File: config.mk
export PLATFORM = sky130hd
export DESIGN_NAME = pal_stream_arbiter
export DESIGN_NICKNAME = d
export VERILOG_FILES = /design/src/rtl/pal_stream_arbiter.sv
export SDC_FILE = /design/constraint.sdc
export NUM_CORES = 1
export LEC_CHECK = 0
export ABC_AREA = 1
export CAP_MARGIN = 20
export CORE_MARGIN = 5
export CORE_UTILIZATION = 54
export DETAILED_ROUTE_END_ITERATION = 16
export PLACE_DENSITY = 0.79
export SKIP_CTS_REPAIR_TIMING = 1
export SKIP_LAST_GASP = 1
export SLEW_MARGIN = 20
export SYNTH_ARGS = -nofsm -noshare
export SYNTH_HDL_FRONTEND = slang
export SYNTH_SLANG_ARGS = --single-unit
File: constraint.sdc
create_clock -name clk -period 2.1 [get_ports clk]
set_input_delay 0.21 -clock clk [delete_from_list [all_inputs] [get_ports clk]]
set_output_delay 0.21 -clock clk [all_outputs]
set_load 0.03 [all_outputs]
File: src/rtl/pal_stream_arbiter.sv
// pal_stream_arbiter
//   Round-robin arbiter that time-shares one 3-bit palindrome evaluator
//   among N serial bit streams. Each stream keeps its own two-bit history
//   and a saturating warm-up count. A granted bit produces a registered
//   result on the next cycle.
//
// Ports
//   clk          - clock, rising edge
//   reset        - asynchronous reset, active low
//   req_i[N]     - stream k presents a new bit
//   bit_i[N]     - serial data bit of stream k
//   clr_i[N]     - discard history of stream k, restart its warm-up
//   gnt_o[N]     - combinational one-hot grant (zero when nothing requests)
//   res_valid_o  - registered: a result is present
//   res_id_o     - registered: stream index of the result (holds when idle)
//   palindrome_o - registered: last three bits of that stream are a palindrome
module pal_stream_arbiter #(
    parameter int unsigned N = 4
) (
    input  logic                 clk,
    input  logic                 reset,
    input  logic [N-1:0]         req_i,
    input  logic [N-1:0]         bit_i,
    input  logic [N-1:0]         clr_i,
    output logic [N-1:0]         gnt_o,
    output logic                 res_valid_o,
    output logic [$clog2(N)-1:0] res_id_o,
    output logic                 palindrome_o
);
    localparam int unsigned IdW = $clog2(N);

    logic [IdW-1:0]    ptr_q, ptr_d;
    logic [N-1:0][1:0] hist_q, hist_d;
    logic [N-1:0][1:0] wcnt_q, wcnt_d;
    logic              res_valid_q, res_valid_d;
    logic [IdW-1:0]    res_id_q, res_id_d;
    logic              res_pal_q, res_pal_d;

    logic [N-1:0]      gnt;
    logic [IdW-1:0]    gnt_id;
    logic [IdW-1:0]    idx;
    logic              gnt_any;

    // Search ptr+1 .. ptr+N; the index wraps naturally since N is a power of two.
    always_comb begin
        gnt     = '0;
        gnt_id  = ptr_q;
        gnt_any = 1'b0;
        idx     = '0;
        for (int unsigned i = 1; i <= N; i++) begin
            idx = ptr_q + IdW'(i);
            if (!gnt_any && req_i[idx]) begin
                gnt_any = 1'b1;
                gnt_id  = idx;
            end
        end
        // No grants may leak out while the block is held in reset.
        if (!reset) begin
            gnt_any = 1'b0;
        end
        if (gnt_any) begin
            gnt[gnt_id] = 1'b1;
        end
    end

    assign gnt_o = gnt;

    always_comb begin
        ptr_d       = ptr_q;
        hist_d      = hist_q;
        wcnt_d      = wcnt_q;
        res_valid_d = gnt_any;
        res_id_d    = res_id_q;
        res_pal_d   = 1'b0;

        if (gnt_any) begin
            ptr_d    = gnt_id;
            res_id_d = gnt_id;
            // Evaluated on pre-update context; a same-cycle clear wins.
            res_pal_d = !clr_i[gnt_id] && (wcnt_q[gnt_id] == 2'd2) &&
                        (hist_q[gnt_id][1] == bit_i[gnt_id]);
        end

        for (int unsigned k = 0; k < N; k++) begin
            if (gnt[k]) begin
                if (clr_i[k]) begin
                    // The granted bit becomes the first bit of the fresh history.
                    hist_d[k] = {1'b0, bit_i[k]};
                    wcnt_d[k] = 2'd1;
                end else begin
                    hist_d[k] = {hist_q[k][0], bit_i[k]};
                    wcnt_d[k] = (wcnt_q[k] == 2'd2) ? 2'd2 : wcnt_q[k] + 2'd1;
                end
            end else if (clr_i[k]) begin
                hist_d[k] = 2'b00;
                wcnt_d[k] = 2'd0;
            end
        end
    end

    always_ff @(posedge clk or negedge reset) begin
        if (!reset) begin
            ptr_q       <= IdW'(N - 1);
            hist_q      <= '0;
            wcnt_q      <= '0;
            res_valid_q <= 1'b0;
            res_id_q    <= '0;
            res_pal_q   <= 1'b0;
        end else begin
            ptr_q       <= ptr_d;
            hist_q      <= hist_d;
            wcnt_q      <= wcnt_d;
            res_valid_q <= res_valid_d;
            res_id_q    <= res_id_d;
            res_pal_q   <= res_pal_d;
        end
    end

    assign res_valid_o  = res_valid_q;
    assign res_id_o     = res_id_q;
    assign palindrome_o = res_pal_q;

endmodule

Word-level counts from Yosys, hierarchy flattened:

Cells that the tools add are included.

* equality and inequality tests: 6
* add/sub/neg operators: 7
* multiplexer cells: 53
* magnitude comparators: 6
* divide/modulo/power cells: 0
* shift operators: 0
* reductions and logical operators: 14
* bitwise operators: 0
* multipliers: 0

Operator list (count)
* $mux 2: 30
* $lt 2x3->1 const B: 5
* $mux 1: 13
* $bmux 1 s2: 6
* $add 2x1->2 const B: 5
* $eq 2x2->1 const B: 5
* $bmux 2 s2: 2
* $reduce_bool 2->1: 4
* $logic_and 1x1->1: 6
* $add 2x2->2 const B: 2
* $logic_not 1->1: 4
* $mux 4: 1
* $demux 1 s2: 1
* $ge 2x1->1 const B: 1
* $eq 1x1->1: 1

* logic and storage cells: 98
* RAM bits: 0
* output and inout port bits: 8
* register bits: 22
* memory bits (read-only): 0
* memories kept: 0
* input port bits: 14
* latch bits: 0

Longest topological paths before layout:

* word-level depth: 19
* depth in mapped cells: 16

Least setup slack after synthesis:

OpenSTA, ideal clock, no wires.

* path type: register to register
* start point: reg ptr_q[0]
* end point: reg wcnt_q[2] (netlist bit)
* arrival: 1.743 ns
* stages on the path, launching flop included: 16
* path slack: 0.234 ns
* clock period less this slack: 1.866 ns
* library setup time: 0.123 ns
* path through: dfstp_2 > inv_2 > nand2_1 > nand2_4 > nand2_1 > nand2_2 > nand2_4 > nand2_2 > nand2_4 > nand2_8 > inv_4 > nor2_4 > nand2_2 > clkinv_2 > o21ai_1 > o21ai_1

* word-level cells in the longest chain between the ends: 19
* elaborated cells on any way between the ends: 34
* classes of those cells: add/sub (3); order compare (2); mux (21); reduce/logical (8)

Ends and longest elaborated chain
* start, declared: line 32 `logic [IdW-1:0] ptr_q, ptr_d;`
* start signal, assigned: line 103 `ptr_q <= IdW'(N - 1);`
* start signal, assigned: line 110 `ptr_q <= ptr_d;`
* $add 2x1->2: line 51 `idx = ptr_q + IdW'(i);`
* $bmux 1 s2: line 52 `if (!gnt_any && req_i[idx]) begin`
* $mux 1 (implied by the code): line 52
* $mux 1: line 52
* $logic_not 1->1: line 52
* $logic_and 1x1->1: line 52
* $mux 1: line 52
* $logic_not 1->1: line 52
* (+4 left out)
* $mux 2: line 52
* $lt 2x3->1 (implied by the code) or $ge 2x1->1 (tied branches): line 62 `gnt[gnt_id] = 1'b1;`
* $logic_and 1x1->1 (implied by the code): line 62
* $mux 1 (implied by the code): line 62
* $demux 1 s2: line 62
* $mux 4 *: line 61 `if (gnt_any) begin`
* net gnt_o[1]: line 25 `output logic [N-1:0] gnt_o,`
* $mux 2 or $reduce_bool 2->1 (tied branches)
* end signal, assigned: line 112 `wcnt_q <= wcnt_d;`
* end, declared: line 34 `logic [N-1:0][1:0] wcnt_q, wcnt_d;`

Mark *: on every way through the listed nets, which the timed path passes. The rest lies on a longest branch. The select of a mux whose other input is x is not followed.
A chain may end at the register's enable or synchronous reset.

Final worst setup path:

* start point: reg ptr_q[1]
* end point: out gnt_o[3]

* word-level cells in the longest chain between the ends: 18
* elaborated cells on any way between the ends: 32
* classes of those cells: add/sub (3); order compare (2); mux (20); reduce/logical (7)

Ends and longest elaborated chain (line)
* $add 2x1->2: 51
* $bmux 1 s2: 52
* $mux 1 (implied by the code): 52
* $mux 1: 52
* $logic_not 1->1: 52
* $logic_and 1x1->1: 52
* $mux 1: 52
* $logic_not 1->1: 52
* (+2 left out)
* $logic_not 1->1: 52
* $logic_and 1x1->1: 52
* $mux 2: 52
* $lt 2x3->1 (implied by the code) or $ge 2x1->1 (tied branches): 62
* $logic_and 1x1->1 (implied by the code): 62
* $mux 1 (implied by the code): 62
* $demux 1 s2: 62
* $mux 4 *: 61
* end, declared: 25

Mark *: on every way between the ends. The rest lies on a longest branch, timed or not. The select of a mux whose other input is x is not followed.

==> summary.md <==
| Metric | Value |
|---|---|
| Post-synth top area cell | `dfrtp_1` |
| Share of layout cells above drive strength 1 | `37.3%` |
| CP Launch Type | `flip-flop` |
| Cell Area, Synth | `between 1500 and 2000 um2` |
| Setup Crit Path Kind | `flip-flop to output pin` |
| Worst hold path class | `primary input to async pin` |
| Pwr/cell area | `1940 nW/um2` |
| Die Span Y | `63.8 um` |
| Pin count of the biggest net entering global routing | `23` |
| FP Rows | `19` |
| CTS Buf Count | `3` |
| CTS H-Tree Depth | `1` |
| GPL Wtd Cong | `0.846` |
| Max-slew violations | `0` |
| CP max FO | `5` |
| # diodes | `0` |
| Yosys cell types | `29` |
| Clk_skew | `between 10 and 15 ps` |
| Die W | `around 64 um` |
| Mapped Cells | `204` |
| Worst hold slack | `319 ps` |
| Max_cap viols | `0` |
| DP Area | `1890 um2` |
| Synth top cells by count | `nand2_1, nand3_1, nand2_2` |
| RSZ-0062 raised after global routing | `true` |
| Port Buffers | `21` |
| Filler cells | `185` |
| Worst skew pair latency | `310 ps` |
| DP Cell Count | `266` |
| Fmax | `420 MHz` |
| Post-route DRC | `0` |
| # clock sinks | `22` |
| Global Route Usage Sum | `17.6%` |
| # IOs | `22` |
| Lkg Pwr | `1.11 nW` |
| First-pass GRT wire length | `5.84 mm` |
| Clk root buf | `clkbuf_4` |
| Async SR Flop Fraction | `100%` |
| Initial DRT Pass Iterations | `4` |
| Status | `finished with violations` |
| Min cycle time layout | `2380 ps` |
| HPWL Detailed | `~2.8 mm` |
| Initial antenna violation count | `0` |
| Seq cells post-synth | `22` |
| Synth Warn # | `0` |
| WP data arrival | `2170 ps` |
| Top-area cell type share of the netlist area | `32.0%` |
| Post-synthesis sequential area ratio | `35.4%` |
| Final setup viols | `5` |
| Fin crit share | `113%` |
| Longest Clk Path Bufs | `2` |
| Final hold viol count | `0` |
| Slew margin rel. | `77.2%` |
| EDFF count, synth | `0` |
| Maximum VDD drop | `approximately 1.5 mV` |
| Worst Path Required | `1890 ps` |
| Syn nets | `222` |
| Initial Util | `56.7%` |
| Clock-pin transition on the worst setup and hold timing paths | `120 ps` |
| Crit. End Element | `output pin` |
| Final Instance Area | `2170 um2` |
| Top cells by area, synth | `dfrtp_1, nand2_1, nand3_1` |
| Reg2reg start | `ptr_q[1]$_DFFE_PN1P_` |
| Least-Margin Pin Slew | `341 ps` |
| Die area | `4070 um2` |
| Routed length per instance | `14.0 um` |
| Syn-to-layout area delta | `38.9%` |
| Post-DRT Antenna Nets | `0` |
| Failing checks | `setup timing` |
| Total Routed Length | `4.01 mm` |
| Post-DR vias/cell | `5.41` |
| Top-count cell post-synth | `nand2_1` |
| Vias in the first global route | `between 1000 and 1500` |
| Final WS setup | `-279 ps` |
| Avg Cell Area, Syn | `7.67 um2` |
| Crit path from | `ptr_q[1]$_DFFE_PN1P_` |
| Core area | `2760 um2` |
| Layout net count | `274` |
| Top FF cell, synth | `dfrtp_1` |
| Grt ovf | `0` |
| DR vias | `1548` |
| Non-filler cells, final | `about 290` |
| Initial drt markers | `around 70` |
| CTS tree | `yes` |
-- state kept, by name (all words and copies together), names as in the netlist --
name	cells
ptr_q	2
res_id_o	2
wcnt_q	8
res_valid_o	1
hist_q	8
palindrome_o	1
-- logic make-up after synthesis --
group,share of synthesized area [%]
AOI/OAI and AO/OA,9.76
adders and majority gates,3.20
buffers and inverters,8.72
DFF,35.4
and+or+nand+nor,43.0
-- through the flow --
step                      worst slack [ps]  setup TNS (ps)  total power (W)  utilization, %
final                                 -279           -1170          0.00422            78.8
after global routing                  -397           -2330          0.00454            78.8
after CTS                             -352           -1290          0.00350            69.7
after detailed placement             -27.6           -57.5          0.00326            68.4
after global placement               -8.81           -8.81          0.00319            68.4
after floorplan                        234               0          0.00254               -
-- metal layers --
| layer | up-vias | GRT usage [%] | share of wire (%) |
|---|---|---|---|
| met5 | - | 0 | 0 |
| met4 | 0 | 7.79 | 2.7 |
| li1 | 766 | - | - |
| met1 | 735 | 20.9 | 40 |
| met2 | 34 | 30.8 | 53 |
| met3 | 13 | 3.33 | 3.7 |
-- where the power goes --
part / internal (W) / total, W / switching [W] / leakage [nW]
combinational: 0.00140 / 0.00334 / 0.00194 / 0.802
clock: 0.000106 / 0.000232 / 0.000126 / 0.0210
sequential: 0.000559 / 0.000649 / 0.0000898 / 0.287
-- path summary, 6_finish.rpt --
check                                          end  slack (ps)  cells past startpoint
min reg2reg                res_id_o[1]$_DFFE_PN0P_         550                      2
min                          wcnt_q[1]$_DFFE_PN0P_         320                      2
max in group asynchronous     ptr_q[1]$_DFFE_PN1P_        1500                      2
max reg2reg                 palindrome_o$_DFF_PN0_        -100                     17
min in group clk             hist_q[6]$_DFFE_PN0P_         450                      3
max                                       gnt_o[3]        -280                     14
-- critical path, stage by stage (launching register included) --
cell	delay, ps
dfstp_2	620
buf_4	140
nand2_1	90
nand2_4	100
nand2_4	50
nand2_4	70
nand2_4	80
nand2_4	80
nand2_4	70
nand2_8	110
inv_6	40
nor2_4	130
nand2_4	90
clkinv_4	70
buf_6	120
-- final cells by class --
| class | instances | area (um2) | share of cell area, % |
|---|---|---|---|
| multi-input combinational | 152 | 978 | 45.0 |
| timing repair buffer | 48 | 430 | 19.8 |
| inverter | 29 | 135 | 6.22 |
| tap | 31 | 38.8 | 1.79 |
| clock buffer | 4 | 36.3 | 1.67 |
| sequential | 22 | 553 | 25.5 |
-- cells in the final DEF, fill, tap and decap left out, drive strengths merged, types with 2 or more instances in the layout --
| cell type | netlist | routed |
|---|---|---|
| a21oi | 5 | 5 |
| nor2 | 10 | 10 |
| o22ai | 4 | 4 |
| clkinv | 3 | 3 |
| nand3 | 30 | 30 |
| buf | 1 | 31 |
| inv | 26 | 26 |
| dfstp | 2 | 2 |
| clkbuf | 0 | 4 |
| o21ai | 12 | 12 |
| nand2 | 83 | 83 |
| ha | 4 | 4 |
| dfrtp | 20 | 20 |
| clkdlybuf4s50 | 0 | 17 |
Power figures use the tool's default switching activity.
==> RTL change: new RTL, same flow settings <==
Make the reset (`reset`) synchronous in one clocked block. Comments in the files are not updated.
--- a/src/rtl/pal_stream_arbiter.sv
+++ b/src/rtl/pal_stream_arbiter.sv
@@ -99,5 +99,5 @@
     end
 
-    always_ff @(posedge clk or negedge reset) begin
+    always_ff @(posedge clk) begin
         if (!reset) begin
             ptr_q       <= IdW'(N - 1);
Function: differs if reset is asserted again (counterexample within 4 cycles, from zero or initial values and one cycle with reset low); with reset held inactive, the same outputs for 10 cycles.
==> RTL change against the original RTL <==
The run still ends with negative setup slack left; sequential power is 13% lower; synthesized cell count is 8.3% higher; worst setup slack better by 0.16 ns; sequential cell count stayed put; total power is 22% lower; clock power is 16% lower; design area is 0.29% lower; worst hold slack better by 0.15 ns; area after synthesis is 1.5% higher; register-to-register slack better by 0.14 ns; routed wire length is 0.87% higher.
==> RTL change: results <==
[power_and_ir_drop]
combPwrFrac = 0.770
sw_frac_of_total = 0.516
leakagePower_nw = 0.964

[place]
pre_cts_ws_ns = 0.00537
gp_congestion = 0.910

[layout]
buffers = 44
final-seq-area_um2 = 448
seq_cell_count = 22
fill_cells = 193
clk_share = 0.0104
multi_input_cells = 168
multi_input_area_share = 0.508
drive_gt1_frac = 0.337

[logic_synthesis]
synthTopCellsByCount = "nand2_1, nand3_1, inv_1"
synth.net_count = 239
ys_types = 30

[route]
vias = 1585

[global_route]
grt_max_degree = 17
grt_usage = 0.163
first_global_vias = 1305

[critical_path]
r2r_slack_ns = 0.04
r2r_end = "hist_q[0]$_SDFFE_PN0P_"

[sta]
maxSlewHeadroom = 0.635
fin_ws_ns = -0.116
finalSetupViolCount = 4
finalClockSkew_ns = 0.00776
tns_ns = -0.264

[run_status]
violations = "negative setup slack"
status = "finished with violations"

[die]
dieArea_um2 = 4120
RTL change: metal layers:
| metal | part of all wire | GRT usage | up-vias | routed length [µm] |
|---|---|---|---|---|
| met2 | 0.52 | 0.250 | 38 | 2090 |
| met1 | 0.43 | 0.223 | 727 | 1720 |
| met5 | 0 | 0 | - | 0 |
| met4 | 0.020 | 0.0636 | 0 | 81 |
| li1 | - | - | 813 | - |
| met3 | 0.038 | 0.0333 | 7 | 155 |
RTL change: worst max path at each step:
stage,startpoint,endpoint
floorplan,ptr_q[0]$_SDFFE_PN1N_,hist_q[6]$_SDFFE_PN0P_
global placement,req_i[0],hist_q[6]$_SDFFE_PN0P_
detailed placement,req_i[0],wcnt_q[7]$_SDFFE_PN0P_
CTS,ptr_q[1]$_SDFFE_PN1N_,gnt_o[0]
global route,ptr_q[0]$_SDFFE_PN1N_,gnt_o[3]
finish,ptr_q[0]$_SDFFE_PN1N_,gnt_o[3]
RTL change: through the flow:
step | hold slack [ns] | utilization | cells
6_report | 0.467 | 0.779 | 298
3_5_place_dp | 0.454 | 0.678 | 281
4_1_cts | 0.471 | 0.686 | 284
3_3_place_gp | 0.450 | 0.678 | 281
5_1_grt | 0.493 | 0.779 | 298
2_1_floorplan | 0.309 | - | 221
RTL change: cell families (layout without fill, tap and decap cells):
logic type                 count (synthesis)  count (layout)  synth area share
and+or+nand+nor                          136             136             0.499
buffers and inverters                     31              77            0.0835
AOI/OAI and AO/OA                         28              28             0.109
DFF                                       22              22             0.277
adders and majority gates                  4               4            0.0315
RTL change: worst register-to-register path, delay by kind of cell (launching register included):
kind                   cells  cell delay, ns
buffers and inverters      4            0.48
AND/OR/NAND/NOR           10            0.84
flip-flops                 1            0.38
AO/OA/AOI/OAI              2            0.31
